**config.mk**
```make
export PLATFORM = sky130hd
export DESIGN_NAME = multicycle_control_unit
export DESIGN_NICKNAME = d
export VERILOG_FILES = /design/src/rtl/multicycle_control_unit.sv
export SDC_FILE = /design/constraint.sdc
export NUM_CORES = 1
export LEC_CHECK = 0
export ABC_AREA = 0
export CAP_MARGIN = 15
export CORE_MARGIN = 3
export CORE_UTILIZATION = 44
export CTS_BUF_LIST = sky130_fd_sc_hd__clkbuf_4 sky130_fd_sc_hd__clkbuf_8
export CTS_CLUSTER_DIAMETER = 150
export CTS_CLUSTER_SIZE = 12
export DETAILED_ROUTE_END_ITERATION = 8
export MAX_ROUTING_LAYER = met4
export PLACE_DENSITY = 0.8
export SLEW_MARGIN = 25
export SYNTH_ARGS = -nofsm -noshare
export SYNTH_HDL_FRONTEND = slang
export SYNTH_SLANG_ARGS = --single-unit
```
**constraint.sdc**
```tcl
create_clock -name clk -period 2.1 [get_ports clk]
set_clock_uncertainty 0.1 [all_clocks]
set_input_delay 0.63 -clock clk [delete_from_list [all_inputs] [get_ports clk]]
set_output_delay 0.63 -clock clk [all_outputs]
set_load 0.02 [all_outputs]
```
**src/rtl/multicycle_control_unit.sv**
```systemverilog
// Multicycle FSM control unit for an RV32I-subset datapath: fetch, decode, execute, memory, writeback.
// Optional performance counters (cycle_cnt, retired_cnt) are enabled by defining CTRL_PERF_CNT_EN.
module multicycle_control_unit #(
  parameter int unsigned OPC_W           = 4,
  parameter int unsigned CNT_W           = 32,
  parameter int unsigned HALT_ON_ILLEGAL = 1
) (
  input  logic             clk,
  input  logic             reset,
  input  logic [31:0]      instr,
  input  logic             zero,
  input  logic             mem_ready,
  output logic             ir_write,
  output logic             pc_write,
  output logic             ALUsrc,
  output logic             RegWrite,
  output logic             MemRW,
  output logic             MemtoReg,
  output logic             PCsrc,
  output logic [OPC_W-1:0] opcode,
  output logic             illegal
`ifdef CTRL_PERF_CNT_EN
  ,
  output logic [CNT_W-1:0] cycle_cnt,
  output logic [CNT_W-1:0] retired_cnt
`endif
);

  typedef enum logic [2:0] {
    StIdle, StFetch, StDecode, StExecute, StMemory, StWriteback, StHalt
  } state_e;

  typedef enum logic [2:0] {ClsR, ClsI, ClsLw, ClsSw, ClsBr, ClsIll} cls_e;

  state_e           state_q, state_d;
  cls_e             cls_q, cls_dec;
  logic [31:0]      ir_q;
  logic [OPC_W-1:0] alu_q, alu_dec;
  logic             alusrc_q, alusrc_dec;
  logic             illegal_q;

  logic unused_ir;
  assign unused_ir = ^{ir_q[31], ir_q[29:15], ir_q[11:7]};

  // Instruction classification and ALU code, taken from the latched IR.
  always_comb begin
    cls_dec = ClsIll;
    unique case (ir_q[6:0])
      7'b0110011: cls_dec = ClsR;
      7'b0010011: cls_dec = ClsI;
      7'b0000011: cls_dec = ClsLw;
      7'b0100011: cls_dec = ClsSw;
      7'b1100011: cls_dec = (ir_q[14:13] == 2'b00) ? ClsBr : ClsIll;
      default:    cls_dec = ClsIll;
    endcase

    unique case (ir_q[14:12])
      3'b000:  alu_dec = OPC_W'(4'b0001);
      3'b001:  alu_dec = OPC_W'(4'b0110);
      3'b010:  alu_dec = OPC_W'(4'b0101);
      3'b011:  alu_dec = OPC_W'(4'b0101);
      3'b100:  alu_dec = OPC_W'(4'b0100);
      3'b101:  alu_dec = OPC_W'(4'b0111);
      3'b110:  alu_dec = OPC_W'(4'b0011);
      default: alu_dec = OPC_W'(4'b0000);
    endcase
    if (cls_dec == ClsLw || cls_dec == ClsSw) begin
      alu_dec = OPC_W'(4'b0001);
    end else if (cls_dec == ClsBr) begin
      alu_dec = OPC_W'(4'b0010);
    end else if (cls_dec == ClsR && ir_q[14:12] == 3'b000 && ir_q[30]) begin
      alu_dec = OPC_W'(4'b0010);
    end
    alusrc_dec = (cls_dec == ClsI) || (cls_dec == ClsLw) || (cls_dec == ClsSw);
  end

  always_ff @(posedge clk or posedge reset) begin
    if (reset) begin
      state_q   <= StIdle;
      ir_q      <= '0;
      cls_q     <= ClsR;
      alu_q     <= '0;
      alusrc_q  <= 1'b0;
      illegal_q <= 1'b0;
    end else begin
      state_q <= state_d;
      if (ir_write) begin
        ir_q <= instr;
      end
      if (state_q == StDecode) begin
        cls_q    <= cls_dec;
        alu_q    <= alu_dec;
        alusrc_q <= alusrc_dec;
        if (cls_dec == ClsIll) begin
          illegal_q <= 1'b1;
        end
      end
    end
  end

  always_comb begin
    state_d  = state_q;
    ir_write = 1'b0;
    pc_write = 1'b0;
    ALUsrc   = 1'b0;
    RegWrite = 1'b0;
    MemRW    = 1'b0;
    MemtoReg = 1'b0;
    PCsrc    = 1'b0;
    opcode   = '0;
    illegal  = illegal_q;

    unique case (state_q)
      StIdle: state_d = StFetch;
      StFetch: begin
        if (mem_ready) begin
          ir_write = 1'b1;
          state_d  = StDecode;
        end
      end
      StDecode: begin
        if (cls_dec != ClsIll) begin
          state_d = StExecute;
        end else if (HALT_ON_ILLEGAL != 0) begin
          state_d = StHalt;
        end else begin
          // Illegal word retires as a NOP: advance PC, no other writes.
          pc_write = 1'b1;
          state_d  = StFetch;
        end
      end
      StExecute: begin
        opcode = alu_q;
        ALUsrc = alusrc_q;
        unique case (cls_q)
          ClsBr: begin
            PCsrc    = ir_q[12] ? ~zero : zero;
            pc_write = 1'b1;
            state_d  = StFetch;
          end
          ClsLw, ClsSw: state_d = StMemory;
          default:      state_d = StWriteback;
        endcase
      end
      StMemory: begin
        opcode = alu_q;
        ALUsrc = alusrc_q;
        MemRW  = (cls_q == ClsSw);
        if (mem_ready) begin
          if (cls_q == ClsSw) begin
            pc_write = 1'b1;
            state_d  = StFetch;
          end else begin
            state_d = StWriteback;
          end
        end
      end
      StWriteback: begin
        opcode   = alu_q;
        ALUsrc   = alusrc_q;
        RegWrite = 1'b1;
        pc_write = 1'b1;
        MemtoReg = (cls_q == ClsLw);
        state_d  = StFetch;
      end
      StHalt:  state_d = StHalt;
      default: state_d = StIdle;
    endcase
  end

`ifdef CTRL_PERF_CNT_EN
  logic [CNT_W-1:0] cycle_q, retired_q;

  always_ff @(posedge clk or posedge reset) begin
    if (reset) begin
      cycle_q   <= '0;
      retired_q <= '0;
    end else begin
      if (state_q != StIdle && state_q != StHalt) begin
        cycle_q <= cycle_q + 1'b1;
      end
      if (pc_write) begin
        retired_q <= retired_q + 1'b1;
      end
    end
  end

  assign cycle_cnt   = cycle_q;
  assign retired_cnt = retired_q;
`else
  logic [CNT_W-1:0] unused_cnt;
  assign unused_cnt = '0;
`endif

endmodule

```
==> results.py, run 1 <==
metrics = {
    "outcome": {
        "outcome": "complete, but fails checks",
        "violations": "negative setup slack",
    },
    "clock_tree": {
        "clk_pin_slew_worst_paths_ps": 110,
        "cts.sinks": 22,
        "cts-root-buf": "clkbuf_4",
        "htreeDepth": 1,
        "numCtsBuffers": 3,
        "cts_tree": "yes",
        "clk_latency_ps": 310,
        "ctsHoldBuffers": 0,
        "cts_buffer_depth": 2,
    },
    "worst_setup_path": {
        "cp_data_required_time_ps": 1370,
        "crit_type": "reg -> out",
        "crit_path_start_kind": "register",
        "crit_arrival_ps": 1390,
        "end_kind": "primary output",
        "slowest_delay_ps": 400,
        "critPathSlowestCell": "dfrtp_1",
        "worstPathCellList": "buf_6, nor2b_4, nand2_2, nand2_2, and2_4, buf_6",
        "critPathMaxFanout": 4,
    },
    "global_route": {
        "grt_max_degree": 23,
        "first_global_vias": 1053,
        "grt_util_all_layers": 0.1756,
        "antenna_found_initial": 0,
        "gr-total-overflow": 0,
        "grt_pass1_wl_mm": 4.436,
    },
    "route": {
        "num_vias": 1023,
        "post_drt_wl_per_cell_um": 13.77,
        "drt_wl_total_mm": 2.643,
        "firstDrtPassIters": 4,
        "drt-initial-drc-count": 8,
        "drc": 0,
        "drtAntennaViolNets": 0,
        "vias_per_cell": 5.328,
    },
    "sta": {
        "hold_viol_final": 0,
        "setup_viol_count_final": 5,
        "worst_slack_ps": -18.28,
        "tns_ps": -81.37,
        "fmax_ghz": 0.4721,
        "rsz0062_at_grt": "yes",
        "slew_viol_final": 0,
        "worst_hold_slack_ps": 381.4,
        "fin_crit_ps": 2118,
        "period_share": 1.009,
    },
    "synth": {
        "yosysUniqueCellTypes": 38,
        "synth_largest_area_cell": "dfrtp_1",
        "synth-seq-cells": 22,
        "syn_area_per_cell_um2": 10.06,
        "ys_top_cells_by_area": "dfrtp_1, mux2_2, o21ai_0",
        "synth-seq-area-share": 0.4598,
        "netlist_area_mm2": 0.001197,
        "yosys_warnings": 0,
        "syn_nets": 155,
        "netlist.area_leader.share": 0.4598,
        "synthCells": 119,
    },
    "cells_and_area": {
        "layout_commonest_cell": "buf_4",
        "diodes": 0,
        "area_growth_pct": 40.86,
        "nets": 199,
        "finalNonFillerCells": 192,
        "fin_util": 0.6687,
        "layout-drive-gt1-share": 0.3889,
        "final_cell_mix": "buf_4, dfrtp_1, clkdlybuf4s50_1, o21ai_0, nand2_1",
    },
    "place": {
        "place_congestion": 0.8159,
        "dp.cells": 184,
        "portBuffers": 25,
        "hpwl_mm": 1.964,
        "dp_slack_ps": -617.6,
    },
    "floorplanning": {
        "start_util": 0.4747,
        "core_mm2": 0.002522,
        "dieArea_mm2": 0.003383,
        "die_w_um": 58.17,
        "boundaryPins": 48,
        "fp.dieH_um": 58.17,
        "rows": 18,
    },
    "worst_hold_path": {
        "hp-class": "reg -> reg",
    },
    "pwr": {
        "ir_drop_mv": 0.8170,
        "p_leak_nw": 0.7651,
        "power_density_mw_per_mm2": 1336,
    },
    "flow_run": {
        "maxCapViolations": 0,
    },
}
-- final timing paths --
check,slack [ps],endpoint,start,cells after the start
max,-20,opcode[1],state_q[2]$_DFFE_PP0P_,6
min,380,illegal$_DFFE_PP0P_,illegal$_DFFE_PP0P_,1
max reg2reg,430,ir_q[14]$_DFFE_PP0P_,state_q[2]$_DFFE_PP0P_,5
min reg2reg,380,illegal$_DFFE_PP0P_,illegal$_DFFE_PP0P_,1
max in group asynchronous,1120,cls_q[2]$_DFFE_PP0N_,reset,3
min in group asynchronous,540,ir_q[14]$_DFFE_PP0P_,reset,3
-- synth_stat cells --
cell type	count
nand3_1	2
and4bb_2	1
o21ai_0	11
a22o_1	1
a21oi_1	1
o21a_1	2
or2b_1	1
nand3b_1	2
nor3_1	4
and3b_1	2
buf_2	2
nor3b_1	3
a31oi_1	2
nor3b_2	1
buf_8	1
o221ai_1	1
clkbuf_1	1
a31o_2	1
mux2_4	2
buf_6	2
nor2b_4	1
nand2_1	12
a21o_1	2
mux2_2	6
and3_1	1
nand2b_1	1
nor2b_1	1
conb_1	1
nor4b_1	2
a211o_1	2
and4_1	2
and2_1	4
a211oi_1	2
xnor2_1	2
dfrtp_1	22
buf_4	1
inv_1	5
nor2_1	9
-- cells by family (layout without fill, tap and decap cells) --
logic type | count (synthesis) | in the layout | synth area share
buf+inv | 12 | 55 | 0.06478
compound gates | 25 | 25 | 0.1348
other cells | 1 | 1 | 0.003132
simple gates | 49 | 49 | 0.2414
xor+xnor | 2 | 2 | 0.01463
flops | 22 | 22 | 0.4598
mux | 8 | 8 | 0.08150
-- power breakdown --
part           switching (mW)  internal (mW)
clock network           0.121          0.106
logic                   0.538          0.675
registers               0.189          0.625
total                   0.848           1.41
-- what timing repair did --
item / in CTS / in global routing
endpoints found under the setup margin: 10 / 9
resized for setup: 60 / 20
setup buffers: 0 / 4
pin swaps: 3 / 10
hold endpoints to repair: 0 / 0
-- worst max-delay path, delay by kind of cell, from the launching register on --
family / cells / cell delay [ps]
and+or+nand+nor: 4 / 460
buffers and inverters: 2 / 230
DFF: 1 / 400
-- layer usage --
| layer | track usage | wire length [µm] | vias up |
|---|---|---|---|
| li1 | - | - | 502 |
| met1 | 0.2093 | 1129 | 485 |
| met2 | 0.2887 | 1347 | 29 |
| met3 | 0.02673 | 103 | 7 |
| met4 | 0.08609 | 63 | 0 |
| met5 | - | 0 | - |
-- state kept, by name (all words and copies together) (netlist names) --
signal,cells
cls_q,3
ir_q,11
illegal,1
state_q,3
alusrc_q,1
alu_q,3
-- per-stage QoR --
step                instance area [µm²]  power (mW)
finish                             1687       2.254
global route                       1687       2.426
CTS                                1587       2.124
detailed placement                 1560       1.881
global placement                   1560       1.828
floorplan                          1204       1.497
-- cell type report --
type | count | area, µm²
repair buffers | 46 | 404.1
flip-flops and latches | 22 | 551.8
well taps | 30 | 37.54
multi-input cells | 85 | 638.1
inverters | 5 | 18.77
clock buffers | 4 | 36.28
fillers | 210 | 835.8
No activity file was read; power rests on OpenSTA's default activity.
==> run 2, diff against run 1 <==
--- a/config.mk
+++ b/config.mk
@@ -7,15 +7,14 @@
 export LEC_CHECK = 0
 export ABC_AREA = 0
 export CAP_MARGIN = 15
+export CORE_ASPECT_RATIO = 1.5
 export CORE_MARGIN = 3
-export CORE_UTILIZATION = 44
-export CTS_BUF_LIST = sky130_fd_sc_hd__clkbuf_4 sky130_fd_sc_hd__clkbuf_8
+export CORE_UTILIZATION = 43
 export CTS_CLUSTER_DIAMETER = 150
 export CTS_CLUSTER_SIZE = 12
 export DETAILED_ROUTE_END_ITERATION = 8
 export MAX_ROUTING_LAYER = met4
-export PLACE_DENSITY = 0.8
-export SLEW_MARGIN = 25
+export PLACE_DENSITY = 0.79
 export SYNTH_ARGS = -nofsm -noshare
 export SYNTH_HDL_FRONTEND = slang
 export SYNTH_SLANG_ARGS = --single-unit
==> results.py, run 2 (synthesized netlist as in run 1, its figures left out) <==
metrics = {
    "global_route": {
        "first_global_vias": 1114,
        "grt_max_degree": 23,
        "gr-total-overflow": 0,
        "antenna_found_initial": 0,
        "grt_util_all_layers": 0.1873,
        "grt_pass1_wl_mm": 4.988,
    },
    "sta": {
        "fin_crit_ps": 2141,
        "rsz0062_at_grt": "yes",
        "slew_viol_final": 0,
        "worst_slack_ps": -40.50,
        "period_share": 1.019,
        "setup_viol_count_final": 6,
        "tns_ps": -152.6,
        "fmax_ghz": 0.4672,
        "hold_viol_final": 0,
    },
    "cells_and_area": {
        "layout-drive-gt1-share": 0.3916,
        "fin_area_mm2": 0.001713,
        "area_growth_pct": 43.05,
        "nets": 203,
        "diodes": 0,
        "layout_commonest_cell": "buf_4",
        "regArea_um2": 550.5,
        "nFillCells": 216,
        "multiInputGateArea_um2": 633.1,
        "largest_register": "ir_q",
        "final_cell_mix": "buf_4, dfrtp_1, clkdlybuf4s50_1, o21ai_0",
        "largest_register_ffs": 11,
        "finalNonFillerCells": 202,
    },
    "pwr": {
        "p_clk_frac": 0.102,
        "power.internal_mw": 1.445,
        "pwr-share-seq": 0.351,
        "ir_drop_mv": 0.8237,
        "p_sw_uw": 879.6,
        "p_leak_nw": 0.7791,
        "power_density_mw_per_mm2": 1357,
        "swShare": 0.3784,
        "power_frac_comb": 0.546,
    },
    "route": {
        "drt_wl_total_mm": 2.883,
        "post_drt_wl_per_cell_um": 14.27,
        "vias_per_cell": 5.188,
        "firstDrtPassIters": 4,
        "num_vias": 1048,
        "drtAntennaViolNets": 0,
        "drc": 0,
        "drt-initial-drc-count": 17,
    },
    "floorplanning": {
        "start_util": 0.4677,
        "die_w_um": 49.09,
        "boundaryPins": 48,
        "fp.dieH_um": 70.63,
        "rows": 22,
        "core_mm2": 0.002560,
        "dieArea_mm2": 0.003467,
    },
    "clock_tree": {
        "cts.sinks": 22,
        "cts_buffer_depth": 2,
        "numCtsBuffers": 3,
        "clk_pin_slew_worst_paths_ps": 120,
        "clk_latency_ps": 320,
        "cts_tree": "yes",
        "cts-root-buf": "clkbuf_4",
        "ctsHoldBuffers": 0,
        "htreeDepth": 1,
    },
    "place": {
        "dpl_cell_area_mm2": 0.001560,
        "portBuffers": 25,
        "place_congestion": 0.8777,
        "dp.cells": 189,
        "hpwl_mm": 2.163,
    },
    "worst_setup_path": {
        "critPathMaxFanout": 5,
        "cp_data_required_time_ps": 1370,
        "reg2reg_slack_ps": 80,
        "crit_type": "reg -> out",
        "end_kind": "primary output",
        "crit_path_start_kind": "register",
        "crit_arrival_ps": 1410,
    },
    "worst_hold_path": {
        "hp-class": "reg -> reg",
    },
    "outcome": {
        "outcome": "complete, but fails checks",
        "violations": "negative setup slack",
    },
    "flow_run": {
        "maxCapViolations": 0,
    },
}
-- run 2: final timing paths --
check	startpoint	end	cells after the start
hold reg to reg	alusrc_q$_DFFE_PP0N_	alusrc_q$_DFFE_PP0N_	1
min in group asynchronous	reset	state_q[2]$_DFFE_PP0P_	3
setup reg to reg	state_q[2]$_DFFE_PP0P_	state_q[2]$_DFFE_PP0P_	12
hold / removal	alusrc_q$_DFFE_PP0N_	alusrc_q$_DFFE_PP0N_	1
max in group asynchronous	reset	ir_q[12]$_DFFE_PP0P_	3
setup / recovery	state_q[1]$_DFFE_PP0P_	MemtoReg	3
-- run 2: per-stage QoR --
step	hold WS (ps)	total power [mW]	utilization	setup slack, ps
detailed placement	361.7	1.884	0.6095	-696.3
global route	410.1	2.495	0.6691	-117.4
global placement	351.5	1.816	0.6095	-655.3
floorplan	341.3	1.497	-	32.87
CTS	390.5	2.298	0.6618	-33.84
finish	390.9	2.324	0.6691	-40.50
-- run 2: cell type report --
cell class	count	share of cell area
Timing Repair Buffer	50	0.2505
Inverter	5	0.01096
Tap cell	36	0.02630
Multi-Input combinational cell	85	0.3696
Clock buffer	4	0.02118
Sequential cell	22	0.3214
-- run 2: metal layers --
metal / global-route usage / up-vias / wire [µm]
met5: - / - / 0
met4: 0.07595 / 0 / 57
met3: 0.01684 / 5 / 102
met2: 0.3478 / 32 / 1638
met1: 0.1989 / 500 / 1085
li1: - / 511 / -
-- run 2: timing repair --
item | CTS | global route
setup endpoints to repair | 10 | 11
gates cloned | 0 | 0
setup buffers | 10 | 1
gates resized for setup | 66 | 9
pin swaps | 8 | 4
endpoints found under the hold margin | 0 | 0
-- run 2: worst max-delay path, stage by stage, from the launching register on --
cell	delay, ps
dfrtp_1	410
or2b_4	290
nor4b_2	200
buf_2	190
-- run 2: power groups by stage --
stage	sequential, mW	combinational [mW]	clock [mW]
6_report	0.817	1.27	0.238
5_1_grt	0.851	1.39	0.256
4_1_cts	0.813	1.24	0.244
3_5_place_dp	0.804	1.08	0
3_3_place_gp	0.782	1.03	0
2_1_floorplan	0.752	0.746	0
==> run 3, diff against run 2 <==
--- a/config.mk
+++ b/config.mk
@@ -8,7 +8,6 @@
 export ABC_AREA = 0
 export CAP_MARGIN = 15
 export CORE_ASPECT_RATIO = 1.5
-export CORE_MARGIN = 3
 export CORE_UTILIZATION = 43
 export CTS_CLUSTER_DIAMETER = 150
 export CTS_CLUSTER_SIZE = 12
==> results.py, run 3 (synthesized netlist as in run 1, its figures left out) <==
metrics = {
    "floorplanning": {
        "core_mm2": 0.002648,
        "die_w_um": 45.09,
        "fp.dieH_um": 66.63,
        "start_util": 0.4523,
        "boundaryPins": 48,
        "rows": 23,
        "dieArea_mm2": 0.003004,
    },
    "cells_and_area": {
        "largest_register_ffs": 11,
        "diodes": 0,
        "layout-drive-gt1-share": 0.3333,
        "largest_register": "ir_q",
        "nets": 194,
        "nFillCells": 236,
        "fin_area_mm2": 0.001629,
        "area_growth_pct": 36.05,
        "layout_commonest_cell": "dfrtp_1",
        "fin_util": 0.6153,
        "final_cell_mix": "dfrtp_1, buf_4, clkdlybuf4s50_1, o21ai_0, nand2_1",
    },
    "clock_tree": {
        "htreeDepth": 1,
        "post-cts-setup-buffer-count": 0,
        "cts_tree": "yes",
        "cts.sinks": 22,
        "cts-root-buf": "clkbuf_8",
        "clk_latency_ps": 250,
        "numCtsBuffers": 3,
        "clk_pin_slew_worst_paths_ps": 70,
        "ctsHoldBuffers": 0,
        "cts_buffer_depth": 2,
    },
    "sta": {
        "slew_viol_final": 0,
        "hold_viol_final": 0,
        "setup_viol_count_final": 0,
        "rsz0062_at_grt": "yes",
        "period_share": 0.9982,
        "worst_slack_ps": 3.751,
        "fin_crit_ps": 2096,
        "fmax_ghz": 0.4770,
    },
    "global_route": {
        "first_global_vias": 967,
        "grt_pass1_wl_mm": 4.077,
        "antenna_found_initial": 0,
        "grt_max_degree": 23,
        "gr-total-overflow": 0,
        "grt_util_all_layers": 0.1879,
    },
    "pwr": {
        "ir_drop_mv": 0.8072,
        "power_density_mw_per_mm2": 1341,
        "power_mw": 2.185,
        "p_leak_nw": 0.7363,
    },
    "worst_setup_path": {
        "crit_path_start_kind": "register",
        "critPathMaxFanout": 4,
        "cp_data_required_time_ps": 1370,
        "crit_arrival_ps": 1370,
        "end_kind": "primary output",
        "crit_type": "reg -> out",
    },
    "route": {
        "drt_wl_total_mm": 2.501,
        "num_vias": 999,
        "drt-initial-drc-count": 37,
        "drtAntennaViolNets": 0,
        "post_drt_wl_per_cell_um": 12.96,
        "firstDrtPassIters": 4,
        "vias_per_cell": 5.176,
        "drc": 0,
    },
    "place": {
        "place_congestion": 0.8294,
        "dpl_cell_area_mm2": 0.001562,
        "portBuffers": 25,
        "dp_slack_ps": -643.7,
        "hpwl_mm": 1.925,
    },
    "worst_hold_path": {
        "hp-class": "reg -> reg",
    },
    "outcome": {
        "outcome": "complete, no violations",
    },
    "flow_run": {
        "maxCapViolations": 0,
    },
}
-- run 3: power by group --
group | switching [mW] | internal (mW)
Sequential | 0.185 | 0.625
Combinational | 0.506 | 0.622
Clock | 0.120 | 0.127
Total | 0.810 | 1.37
-- run 3: per-stage QoR --
stage / hold slack, ps / std cells / setup TNS [ps]
after floorplan: 341.3 / 119 / 0
after global placement: 350.8 / 190 / -3259
after detailed placement: 362.2 / 190 / -3529
after CTS: 378.7 / 193 / 0
after global routing: 408.7 / 193 / -35.21
final: 382.5 / 193 / 0
-- run 3: final cells by class --
class	count	area [µm²]	area share
tap	37	46.29	0.02842
timing repair buffer	41	356.6	0.2189
inverter	5	18.77	0.01152
sequential	22	550.5	0.3379
clock buffer	3	41.29	0.02535
multi-input combinational	85	615.6	0.3779
-- run 3: repair_timing --
item | 4_1_cts | 5_1_grt
endpoints found under the setup margin | 10 | 7
pin swaps | 1 | 7
resized for setup | 49 | 18
gates cloned | 0 | 0
-- run 3: worst paths after layout --
kind                                        to  cells after the start                   start  slack, ps
setup / recovery                         MemRW                      4    cls_q[1]$_DFFE_PP0N_          4
hold / removal             illegal$_DFFE_PP0P_                      1     illegal$_DFFE_PP0P_        380
setup reg to reg           ir_q[1]$_DFFE_PP0P_                      5  state_q[2]$_DFFE_PP0P_        450
hold reg to reg            illegal$_DFFE_PP0P_                      1     illegal$_DFFE_PP0P_        380
max in group asynchronous  ir_q[6]$_DFFE_PP0P_                      3                   reset       1090
min in group asynchronous  illegal$_DFFE_PP0P_                      3                   reset        600
-- run 3: routing by layer --
| layer | GRT usage | part of all wire |
|---|---|---|
| met1 | 0.1944 | 0.38 |
| met5 | - | 0 |
| met4 | 0.05682 | 0.0076 |
| met2 | 0.3587 | 0.58 |
| met3 | 0.01626 | 0.035 |
-- run 3: worst max-delay path: stages, from the launching register on --
cell and delay, ps:
dfrtp_1 380, nor2b_2 230, nand2_1 90, nor3_1 200
buf_2 200
